<file path="config.mk">
export PLATFORM = sky130hd
export DESIGN_NAME = trees_stream_ctrl
export DESIGN_NICKNAME = d
export VERILOG_FILES = /design/src/rtl/trees_stream_ctrl.sv
export SDC_FILE = /design/constraint.sdc
export NUM_CORES = 1
export LEC_CHECK = 0
export ABC_AREA = 1
export CAP_MARGIN = 0
export CORE_ASPECT_RATIO = 1.2
export CORE_MARGIN = 4
export CORE_UTILIZATION = 45
export DETAILED_ROUTE_END_ITERATION = 8
export GPL_ROUTABILITY_DRIVEN = 0
export PLACE_DENSITY = 0.78
export REMOVE_ABC_BUFFERS = 1
export SYNTH_ARGS = -nofsm -noshare
export SYNTH_HDL_FRONTEND = slang
export SYNTH_SLANG_ARGS = --single-unit
</file>
<file path="constraint.sdc">
create_clock -name clk -period 2.8 [get_ports clk]
set_clock_uncertainty 0.05 [all_clocks]
set_input_delay 0.56 -clock clk [delete_from_list [all_inputs] [get_ports clk]]
set_output_delay 0.56 -clock clk [all_outputs]
set_load 0.02 [all_outputs]
</file>
<file path="src/rtl/trees_stream_ctrl.sv">
`timescale 1ns/1ps
// trees_stream_ctrl: upstream sequencer for the trees ensemble engine.
// It loads the tree memory from the input stream, then for each sample writes
// the features, starts the engine, waits for done and returns the prediction.
//
// state       | meaning
// ------------+--------------------------------------------------------------
// IDLE        | waiting for a command; cmd_ready=1
// LOAD_TREES  | one tree node word per beat into the engine tree memory
// LOAD_FEAT   | two features per beat into the engine feature registers
// FLUSH       | lets the last feature write land before the engine starts
// START       | one-cycle start pulse
// WAIT_DONE   | engine running; features are frozen
// RESULT      | prediction held on the result port until accepted
// FINISH      | one-cycle cmd_done pulse, then IDLE
module trees_stream_ctrl #(
  parameter int N_TREES          = 16,
  parameter int N_NODE_AND_LEAFS = 256,
  parameter int N_FEATURE        = 32
) (
  input  logic                                clk,
  input  logic                                rst_n,
  input  logic                                cmd_valid,
  output logic                                cmd_ready,
  input  logic                                cmd_load_model,
  input  logic [15:0]                         cmd_n_samples,
  input  logic                                in_valid,
  output logic                                in_ready,
  input  logic [63:0]                         in_data,
  output logic                                load_trees,
  output logic [$clog2(N_NODE_AND_LEAFS)-1:0] n_node,
  output logic [$clog2(N_TREES)-1:0]          n_tree,
  output logic [63:0]                         tree_nodes,
  output logic                                load_features,
  output logic [31:0]                         n_feature,
  output logic [63:0]                         features2,
  output logic                                start,
  input  logic                                done,
  input  logic [31:0]                         prediction,
  output logic                                res_valid,
  input  logic                                res_ready,
  output logic [31:0]                         res_data,
  output logic                                busy,
  output logic                                cmd_done
);

  localparam int NW  = $clog2(N_NODE_AND_LEAFS);
  localparam int TW  = $clog2(N_TREES);
  // Counts feature beats (pairs); one spare bit keeps the width >= 1 for N_FEATURE=2.
  localparam int FCW = $clog2(N_FEATURE);

  localparam logic [NW-1:0]  NODE_LAST = NW'(N_NODE_AND_LEAFS - 1);
  localparam logic [TW-1:0]  TREE_LAST = TW'(N_TREES - 1);
  localparam logic [FCW-1:0] FEAT_LAST = FCW'(N_FEATURE / 2 - 1);

  typedef enum logic [2:0] {
    S_IDLE,
    S_LOAD_TREES,
    S_LOAD_FEAT,
    S_FLUSH,
    S_START,
    S_WAIT_DONE,
    S_RESULT,
    S_FINISH
  } state_t;

  state_t         state_q, state_d;
  logic [15:0]    n_samples_q, n_samples_d;
  logic [15:0]    sample_cnt_q, sample_cnt_d;
  logic [NW-1:0]  node_cnt_q, node_cnt_d;
  logic [TW-1:0]  tree_cnt_q, tree_cnt_d;
  logic [FCW-1:0] feat_cnt_q, feat_cnt_d;

  logic           load_trees_q, load_trees_d;
  logic [NW-1:0]  n_node_q, n_node_d;
  logic [TW-1:0]  n_tree_q, n_tree_d;
  logic [63:0]    tree_nodes_q, tree_nodes_d;
  logic           load_features_q, load_features_d;
  logic [31:0]    n_feature_q, n_feature_d;
  logic [63:0]    features2_q, features2_d;
  logic           res_valid_q, res_valid_d;
  logic [31:0]    res_data_q, res_data_d;

  logic           beat;

  assign beat = in_valid && in_ready;

  // Next-state, counter and registered-output logic; Moore handshake outputs.
  always_comb begin
    state_d         = state_q;
    n_samples_d     = n_samples_q;
    sample_cnt_d    = sample_cnt_q;
    node_cnt_d      = node_cnt_q;
    tree_cnt_d      = tree_cnt_q;
    feat_cnt_d      = feat_cnt_q;
    load_trees_d    = 1'b0;
    n_node_d        = '0;
    n_tree_d        = '0;
    tree_nodes_d    = '0;
    load_features_d = 1'b0;
    n_feature_d     = '0;
    features2_d     = '0;
    res_valid_d     = res_valid_q;
    res_data_d      = res_data_q;
    cmd_ready       = 1'b0;
    in_ready        = 1'b0;
    start           = 1'b0;
    cmd_done        = 1'b0;

    case (state_q)
      S_IDLE: begin
        cmd_ready    = 1'b1;
        sample_cnt_d = '0;
        node_cnt_d   = '0;
        tree_cnt_d   = '0;
        feat_cnt_d   = '0;
        if (cmd_valid) begin
          n_samples_d = cmd_n_samples;
          if (cmd_load_model)           state_d = S_LOAD_TREES;
          else if (cmd_n_samples != '0) state_d = S_LOAD_FEAT;
          else                          state_d = S_FINISH;
        end
      end

      S_LOAD_TREES: begin
        in_ready = 1'b1;
        if (beat) begin
          load_trees_d = 1'b1;
          n_node_d     = node_cnt_q;
          n_tree_d     = tree_cnt_q;
          tree_nodes_d = in_data;
          if (node_cnt_q == NODE_LAST) begin
            node_cnt_d = '0;
            if (tree_cnt_q == TREE_LAST) begin
              tree_cnt_d = '0;
              state_d    = (n_samples_q != '0) ? S_LOAD_FEAT : S_FINISH;
            end else begin
              tree_cnt_d = tree_cnt_q + TW'(1);
            end
          end else begin
            node_cnt_d = node_cnt_q + NW'(1);
          end
        end
      end

      S_LOAD_FEAT: begin
        in_ready = 1'b1;
        if (beat) begin
          load_features_d = 1'b1;
          n_feature_d     = {{(31 - FCW){1'b0}}, feat_cnt_q, 1'b0};
          features2_d     = in_data;
          if (feat_cnt_q == FEAT_LAST) begin
            feat_cnt_d = '0;
            state_d    = S_FLUSH;
          end else begin
            feat_cnt_d = feat_cnt_q + FCW'(1);
          end
        end
      end

      S_FLUSH: state_d = S_START;

      S_START: begin
        start   = 1'b1;
        state_d = S_WAIT_DONE;
      end

      S_WAIT_DONE: begin
        if (done) begin
          res_valid_d = 1'b1;
          res_data_d  = prediction;
          state_d     = S_RESULT;
        end
      end

      S_RESULT: begin
        if (res_ready) begin
          res_valid_d  = 1'b0;
          res_data_d   = '0;
          sample_cnt_d = sample_cnt_q + 16'd1;
          state_d      = ((sample_cnt_q + 16'd1) < n_samples_q) ? S_LOAD_FEAT : S_FINISH;
        end
      end

      S_FINISH: begin
        cmd_done = 1'b1;
        state_d  = S_IDLE;
      end

      default: state_d = S_IDLE;
    endcase
  end

  // State, counters and engine-facing output registers.
  always_ff @(posedge clk or negedge rst_n) begin
    if (!rst_n) begin
      state_q         <= S_IDLE;
      n_samples_q     <= '0;
      sample_cnt_q    <= '0;
      node_cnt_q      <= '0;
      tree_cnt_q      <= '0;
      feat_cnt_q      <= '0;
      load_trees_q    <= 1'b0;
      n_node_q        <= '0;
      n_tree_q        <= '0;
      tree_nodes_q    <= '0;
      load_features_q <= 1'b0;
      n_feature_q     <= '0;
      features2_q     <= '0;
      res_valid_q     <= 1'b0;
      res_data_q      <= '0;
    end else begin
      state_q         <= state_d;
      n_samples_q     <= n_samples_d;
      sample_cnt_q    <= sample_cnt_d;
      node_cnt_q      <= node_cnt_d;
      tree_cnt_q      <= tree_cnt_d;
      feat_cnt_q      <= feat_cnt_d;
      load_trees_q    <= load_trees_d;
      n_node_q        <= n_node_d;
      n_tree_q        <= n_tree_d;
      tree_nodes_q    <= tree_nodes_d;
      load_features_q <= load_features_d;
      n_feature_q     <= n_feature_d;
      features2_q     <= features2_d;
      res_valid_q     <= res_valid_d;
      res_data_q      <= res_data_d;
    end
  end

  assign load_trees    = load_trees_q;
  assign n_node        = n_node_q;
  assign n_tree        = n_tree_q;
  assign tree_nodes    = tree_nodes_q;
  assign load_features = load_features_q;
  assign n_feature     = n_feature_q;
  assign features2     = features2_q;
  assign res_valid     = res_valid_q;
  assign res_data      = res_data_q;
  assign busy          = (state_q != S_IDLE);

endmodule

</file>
After elaboration in Yosys (flattened, before gate mapping) --
Cells that the tools add are included.
Storage, ports and cells: input bits 119, register bits after elaboration 259, word-level logic and storage cells 102, output and inout bits 212
Cells by class: reductions and logical operators 17, equality and inequality tests 18, mux-type cells 47, order comparisons 1, $add $sub $neg 4
Operators by type and width (count):
- $mux 64 | 3
- $mux 32 | 2
- $pmux 32 s2 | 1
- $mux 3 | 12
- $mux 8 | 4
- $pmux 16 s2 | 1
- $reduce_bool 16->1 | 2
- $pmux 3 s8 | 1
- $mux 4 | 5
- $add 16x1->16 const B | 1
- $lt 16x16->1 | 1
- $mux 16 | 1
- $ne 2x2->1 const B | 8
- $pmux 8 s2 | 1
- $eq 3x3->1 const B | 4
- $mux 6 | 2
- $mux 5 | 2
- $pmux 5 s2 | 1
- $mux 1 | 9
- $add 8x1->8 const B | 1
- $eq 8x8->1 const B | 1
- $pmux 4 s2 | 1
- $reduce_and 2->1 | 4
- $reduce_and 8->1 | 1
- 13 further kinds | 18

Longest topological paths before layout --
Gate-level depths: netlist of run 1.
depth in word-level cells 6, mapped depth 21, mapped depth without buffers 21

Worst setup path before layout of run 1 --
Ideal clock, no wire load.
path type register to register, start reg sample_cnt_q[0], end reg state_q[2], cell stages (with the launch flop) 21, required time 2.637 ns, setup time 0.113 ns, period minus slack after synthesis 2.341 ns, arrival time 2.178 ns, path buffers 0, path slack 0.459 ns, path through dfrtp_1 ha_1 nand2_1 nor2_1 nand3_1 nor2_1 inv_1 nor2_1 nand2_1 nand2_1 inv_1 ha_1 nand2_1 o21bai_1 a21oi_1 nor2_1 nand2_1 nand2_1 nand3_1 nand2_1 inv_1
Between the ends: longest elaborated chain between the ends 5
Ends and longest elaborated chain:
- start: declaration | RTL line 69 | logic [15:0] sample_cnt_q, sample_cnt_d;
- start signal: assignment | RTL line 215 | sample_cnt_q <= sample_cnt_d;
- $add 16x1->16 | RTL line 181 | state_d = ((sample_cnt_q + 16'd1) < n_samples_q) ? S_LOAD_FEAT : S_FINISH;
- $lt 16x16->1 | RTL line 181
- $mux 3 | RTL line 181
- $mux 3 | RTL line 177 | if (res_ready) begin
- $pmux 3 s8 | RTL line 110 | case (state_q)
- end signal: assignment | RTL line 213 | state_q <= state_d;
- end: declaration | RTL line 67 | state_t state_q, state_d;
Every way passes these cells. The select of a mux whose other input is x is not followed. A chain may end at the register's enable or synchronous reset.

Worst setup path in the final report of run 1 --
start reg state_q[0], end out cmd_ready
Between the ends: longest elaborated chain between the ends 2
Ends and longest elaborated chain:
- $logic_not 3->1 | RTL line 110
- $mux 1 | RTL line 110
- end: declaration | RTL line 24 | output logic cmd_ready,
Every way passes these cells.

==> impl_metrics.tcl, run 1 <==
set metrics [dict create \
    path_clk_slew_ns 0.07 \
    status "completed" \
    final_cell_mix "clkdlybuf4s50_1 (302), dfrtp_1 (230), inv_1 (193), nor2_1 (171), nand2_1 (106)" \
    ctsLongestPathBuffers 3 \
    fin_nets 1443 \
    area_delta_synth_final_pct 44.7 \
    die_width_um 140 \
    ys_warn_count 0 \
    fmax_mhz 367 \
    grt_max_degree 81 \
    antenna_found_initial 0 \
    crit_fanout 8 \
    grt_usage_pct 20.9 \
    cts_made_buffers 26 \
    vias_per_cell 4.70 \
    final_antenna_net_count 0 \
    cp-end-kind "output pin" \
    cts.sinks 232 \
    vias 7471 \
    ios 331 \
    use_met1_pct 24.1 \
    rows 57 \
    yosysUniqueCellTypes 34 \
    ir_drop_v 0.000534 \
    critPathTopFamily "buffers and inverters" \
    multi_input_area_sq_mm 0.00259 \
    timing.critical_path.cells "nor2_2, nand2_4, inv_1, clkdlybuf4s50_1" \
    maxCapViolations 0 \
    ys_ff_latch 232 \
    cts_root_buf "clkbuf_16" \
    grtUsageMet3_pct 7.83 \
    drive_gt1_share_pct 5.97 \
    synth.yosys.seq_area_share_pct 62.0 \
    finalPower_mw 11.3 \
    core_area_sq_mm 0.0203 \
    die_area_sq_mm 0.0232 \
    power_density_mw_per_mm2 834 \
    clk_latency_ns 0.52 \
    drc 0 \
    synthesis.area_sq_mm 0.00937 \
    wl_per_cell_um 15.6 \
    grt_pass1_wl_um 39500 \
    drt_iter0_drc 374 \
    htree_num_levels 1 \
    hp-class "reg -> reg" \
    grt_pass1_vias 7542 \
    slowest_stage "clkdlybuf4s50_1" \
    max_slew_margin_pct 62.1 \
    max_stage_delay_ns 0.60 \
    tightest_slew_ns 0.568 \
    leakage_nw 6.91 \
    top_usage_layer "met2" \
    cts_tree "done" \
    setup.worst_path.class "reg -> out" \
    layout_commonest_cell "clkdlybuf4s50_1" \
    period_minus_slack_ns 2.73 \
    portBuffers 303 \
    cp.required_ns 2.19 \
    routed_wl_um 24800 \
    start_util_pct 46.1 \
    use_met2_pct 36.5 \
    setup_violations 0 \
    start_kind "flip-flop" \
    syn_inst 994 \
    hold_viol_final 0 \
    overflow 0 \
    syn_area_per_cell_sq_um 9.42 \
    critical_path_arrival_ns 2.12 \
    slew_violations 0 \
    critPathBufInv 2 \
    finalCritPeriodShare_pct 97.4 \
    insertedDiodeCount 0 \
    tns_ns 0 \
    final-seq-area_sq_mm 0.00581 \
    dp_hpwl_um 18000 \
    first_pass_iters 5 \
    n_fill_cell 1587 \
    die_y_um 166 \
]
==> routing by layer <==
layer / wire [um] / vias up
li1: - / 3589
met1: 9170 / 3529
met2: 12600 / 312
met3: 2470 / 41
met4: 537 / 0
met5: 0 / -
==> sequential cells by signal, summed over array words and instances, names as in the netlist, 4 cells and up <==
register	flops
feat_cnt_q	5
features2	64
n_feature	5
n_node	8
n_samples_q	16
n_tree	4
node_cnt_q	8
res_data	32
sample_cnt_q	16
tree_cnt_q	4
tree_nodes	64
==> report_power, final <==
group	total [mW]	switching, mW	leakage (nW)	internal, mW
clock	3.48	1.32	0.432	2.16
combinational	3.55	2.09	3.30	1.46
sequential	4.27	0.318	3.17	3.95
==> synthesized netlist by cell type, drive strengths merged <==
master,number,area (sq um)
o21a,1,7.51
buf,43,297
ha,19,238
o22ai,7,43.8
clkinv,1,5.00
a31oi,1,6.26
xor2,8,70.1
clkbuf,16,60.1
a21oi,21,109
a22o,1,8.76
and2,2,12.5
nand3,58,290
nor3,7,62.6
nor2,174,653
nor4,2,18.8
o21bai,2,15.0
nand4,14,87.6
dfrtp,232,5810
o21ai,72,360
inv,197,739
nand3b,2,15.0
nand2,113,457
conb,1,3.75
==> timing repair <==
item / CTS / global route
endpoints found under the hold margin: 55 / 0
endpoints found under the setup margin: 2 / 4
hold buffers: 1 / 0
resized for setup: 2 / 6
buffers inserted: 1 / 0
pin swaps: 1 / 0
==> cells by family (layout without fill, tap and decap cells) <==
family / after synthesis / after routing / synth area share, %
flops: 232 / 232 / 62.0
xor+xnor: 8 / 8 / 0.748
simple gates: 372 / 372 / 17.0
other cells: 1 / 27 / 0.0400
buf+inv: 257 / 560 / 11.8
fa+ha+maj: 19 / 19 / 2.54
compound gates: 105 / 105 / 5.88
==> final cells by class <==
type	count	area share, %
multi-input combinational	531	19.1
clock inverter	10	1.01
tap	265	2.45
inverter	198	5.49
sequential	232	42.8
timing repair buffer	316	23.5
clock buffer	36	5.60
==> through the flow <==
| stage | utilization, % | hold slack, ns | worst slack (ns) | instance area (sq um) | instances |
|---|---|---|---|---|---|
| after CTS | 66.6 | 0.441 | 0.0165 | 13500 | 1588 |
| final | 66.7 | 0.435 | 0.0719 | 13600 | 1588 |
| after global placement | 62.1 | 0.413 | 0.248 | 12600 | 1540 |
| after floorplan | - | 0.214 | 0.458 | 9110 | 961 |
| after detailed placement | 62.1 | 0.427 | 0.183 | 12600 | 1540 |
| after global routing | 66.7 | 0.459 | -0.0227 | 13600 | 1588 |
==> worst paths after layout <==
path | from | endpoint | slack, ns | cells after the start
max | state_q[0] | cmd_ready | 0.07 | 4
min | n_samples_q[15] | n_samples_q[15] | 0.44 | 2
max reg2reg | sample_cnt_q[0] | state_q[2] | 0.21 | 20
min reg2reg | n_samples_q[15] | n_samples_q[15] | 0.44 | 2
max in group asynchronous | rst_n | features2[16] | 1.37 | 3
min in group asynchronous | rst_n | n_samples_q[5] | 0.52 | 2
==> worst register-to-register path, delay by kind of cell (launching register included) <==
family / cells / cell delay (ns)
buf+inv: 3 / 0.15
flops: 1 / 0.42
compound gates: 2 / 0.17
fa+ha+maj: 2 / 0.47
simple gates: 13 / 1.23
(Power assumes the default switching activity.)
==> run 2, diff against run 1 <==
- CORE_MARGIN: 4 -> 2
==> impl_metrics.tcl, run 2 (synthesis gave the netlist of run 1 again) <==
set metrics [dict create \
    routed_wl_um 24100 \
    portBuffers 303 \
    wl_per_cell_um 15.2 \
    core_area_sq_mm 0.0203 \
    cts_root_buf "clkbuf_16" \
    ctsLongestPathBuffers 3 \
    tns_ns 0 \
    die_area_sq_mm 0.0220 \
    final_antenna_net_count 0 \
    slowest_stage "clkdlybuf4s50_1" \
    drive_gt1_share_pct 5.97 \
    grt_pass1_vias 7473 \
    ios 331 \
    cp-end-kind "output pin" \
    fin_hold_ws_ns 0.436 \
    status "completed" \
    cts.sinks 232 \
    maxCapViolations 0 \
    timing.critical_path.cells "inv_2, nor3_4, inv_1, nand2_1, clkdlybuf4s50_1" \
    area_delta_synth_final_pct 44.1 \
    overflow 0 \
    antenna_found_initial 0 \
    worst_slack_ns 0.103 \
    grt_usage_pct 21.8 \
    setup.worst_path.class "reg -> out" \
    first_pass_iters 5 \
    hp-class "in -> async" \
    cts_tree "done" \
    vias_per_cell 4.71 \
    grt_max_degree 73 \
    rows 57 \
    period_minus_slack_ns 2.70 \
    grt_pass1_wl_um 37800 \
    setup_violations 0 \
    insertedDiodeCount 0 \
    drc 0 \
    fin_nets 1445 \
    layout_commonest_cell "clkdlybuf4s50_1" \
    htree_num_levels 1 \
    crit_fanout 8 \
    p_clk_share_pct 29.2 \
    critPathTopFamily "buffers and inverters" \
    seqPwrFrac_pct 38.6 \
    p_int_mw 7.39 \
    ff2ff_setup_slack_ns 0.24 \
    critical_path_arrival_ns 2.09 \
    clk_latency_ns 0.52 \
    ir_drop_v 0.000883 \
    pre_cts_slack_ns 0.132 \
    cts_made_buffers 25 \
    finalPower_mw 11.1 \
    final_util_pct 66.4 \
    max_slew_margin_pct 62.9 \
    leakage_nw 6.89 \
    power_density_mw_per_mm2 819 \
    path_clk_slew_ns 0.06 \
    hold_viol_final 0 \
    die_width_um 136 \
    switching_share_pct 33.1 \
    drt_iter0_drc 289 \
    final_cell_mix "clkdlybuf4s50_1 (301), dfrtp_1 (231), inv_1 (193), nor2_1 (169), nand2_1 (105)" \
    finalCritPeriodShare_pct 96.3 \
    vias 7478 \
    fmax_mhz 371 \
    p_switching_mw 3.66 \
    dp_hpwl_um 17400 \
    die_y_um 162 \
    slew_violations 0 \
    start_util_pct 46.1 \
    cp.required_ns 2.19 \
    critPathBufInv 3 \
    combPwrFrac_pct 32.2 \
    max_stage_delay_ns 0.61 \
    tightest_slew_ns 0.556 \
    start_kind "flip-flop" \
]
run 2: cell types whose count changed in the layout (fill, tap and decap cells not counted), sizes merged:
| cell | delta |
|---|---|
| buf | +3 |
| clkbuf | -2 |
| clkdlybuf4s50 | -1 |
| clkinv | +1 |
| clkinvlp | -2 |
| dlymetal6s2s | +1 |
run 2: power by group through the flow:
stage / logic, mW / clock network (mW) / registers (mW)
final: 3.56 / 3.23 / 4.26
after global routing: 3.90 / 3.47 / 4.33
after CTS: 3.59 / 3.32 / 4.27
after detailed placement: 3.56 / 0 / 4.32
after global placement: 3.49 / 0 / 4.29
after floorplan: 1.32 / 0 / 4.83
run 2: metal layers:
| metal | part of all wire (%) | global-route usage (%) | routed length (um) |
|---|---|---|---|
| met4 | 3.0 | 7.10 | 734 |
| met1 | 37 | 24.9 | 8880 |
| met2 | 51 | 38.6 | 12400 |
| met5 | 0 | 0 | 0 |
| met3 | 8.9 | 7.18 | 2140 |
run 2: layout make-up:
type / instances / area [sq um]
Fill cell: 1619 / 6830
Sequential cell: 232 / 5810
Clock buffer: 34 / 679
Timing Repair Buffer: 319 / 3210
Tap cell: 265 / 332
Clock inverter: 9 / 123
Multi-Input combinational cell: 531 / 2600
Inverter: 198 / 744
run 2: final timing paths:
check,cells after the start,to,startpoint
max,5,in_ready,state_q[0]
min,2,n_samples_q[3],rst_n
max reg2reg,16,state_q[0],sample_cnt_q[4]
min reg2reg,2,n_samples_q[8],n_samples_q[8]
max in group asynchronous,3,tree_nodes[4],rst_n
min in group clk,2,n_samples_q[8],n_samples_q[8]
run 2: what timing repair did:
item                                    CTS  global route
gates resized for setup                   1            11
setup buffers                             1             3
endpoints found under the hold margin    27             0
endpoints found under the setup margin    2             4
pin swaps                                 1             1
hold buffers                              1             0
run 2: through the flow:
step	instance area (sq um)	std cells
finish	13500	1588
detailed placement	12600	1540
floorplan	9110	961
global placement	12600	1540
global route	13500	1588
CTS	13400	1585
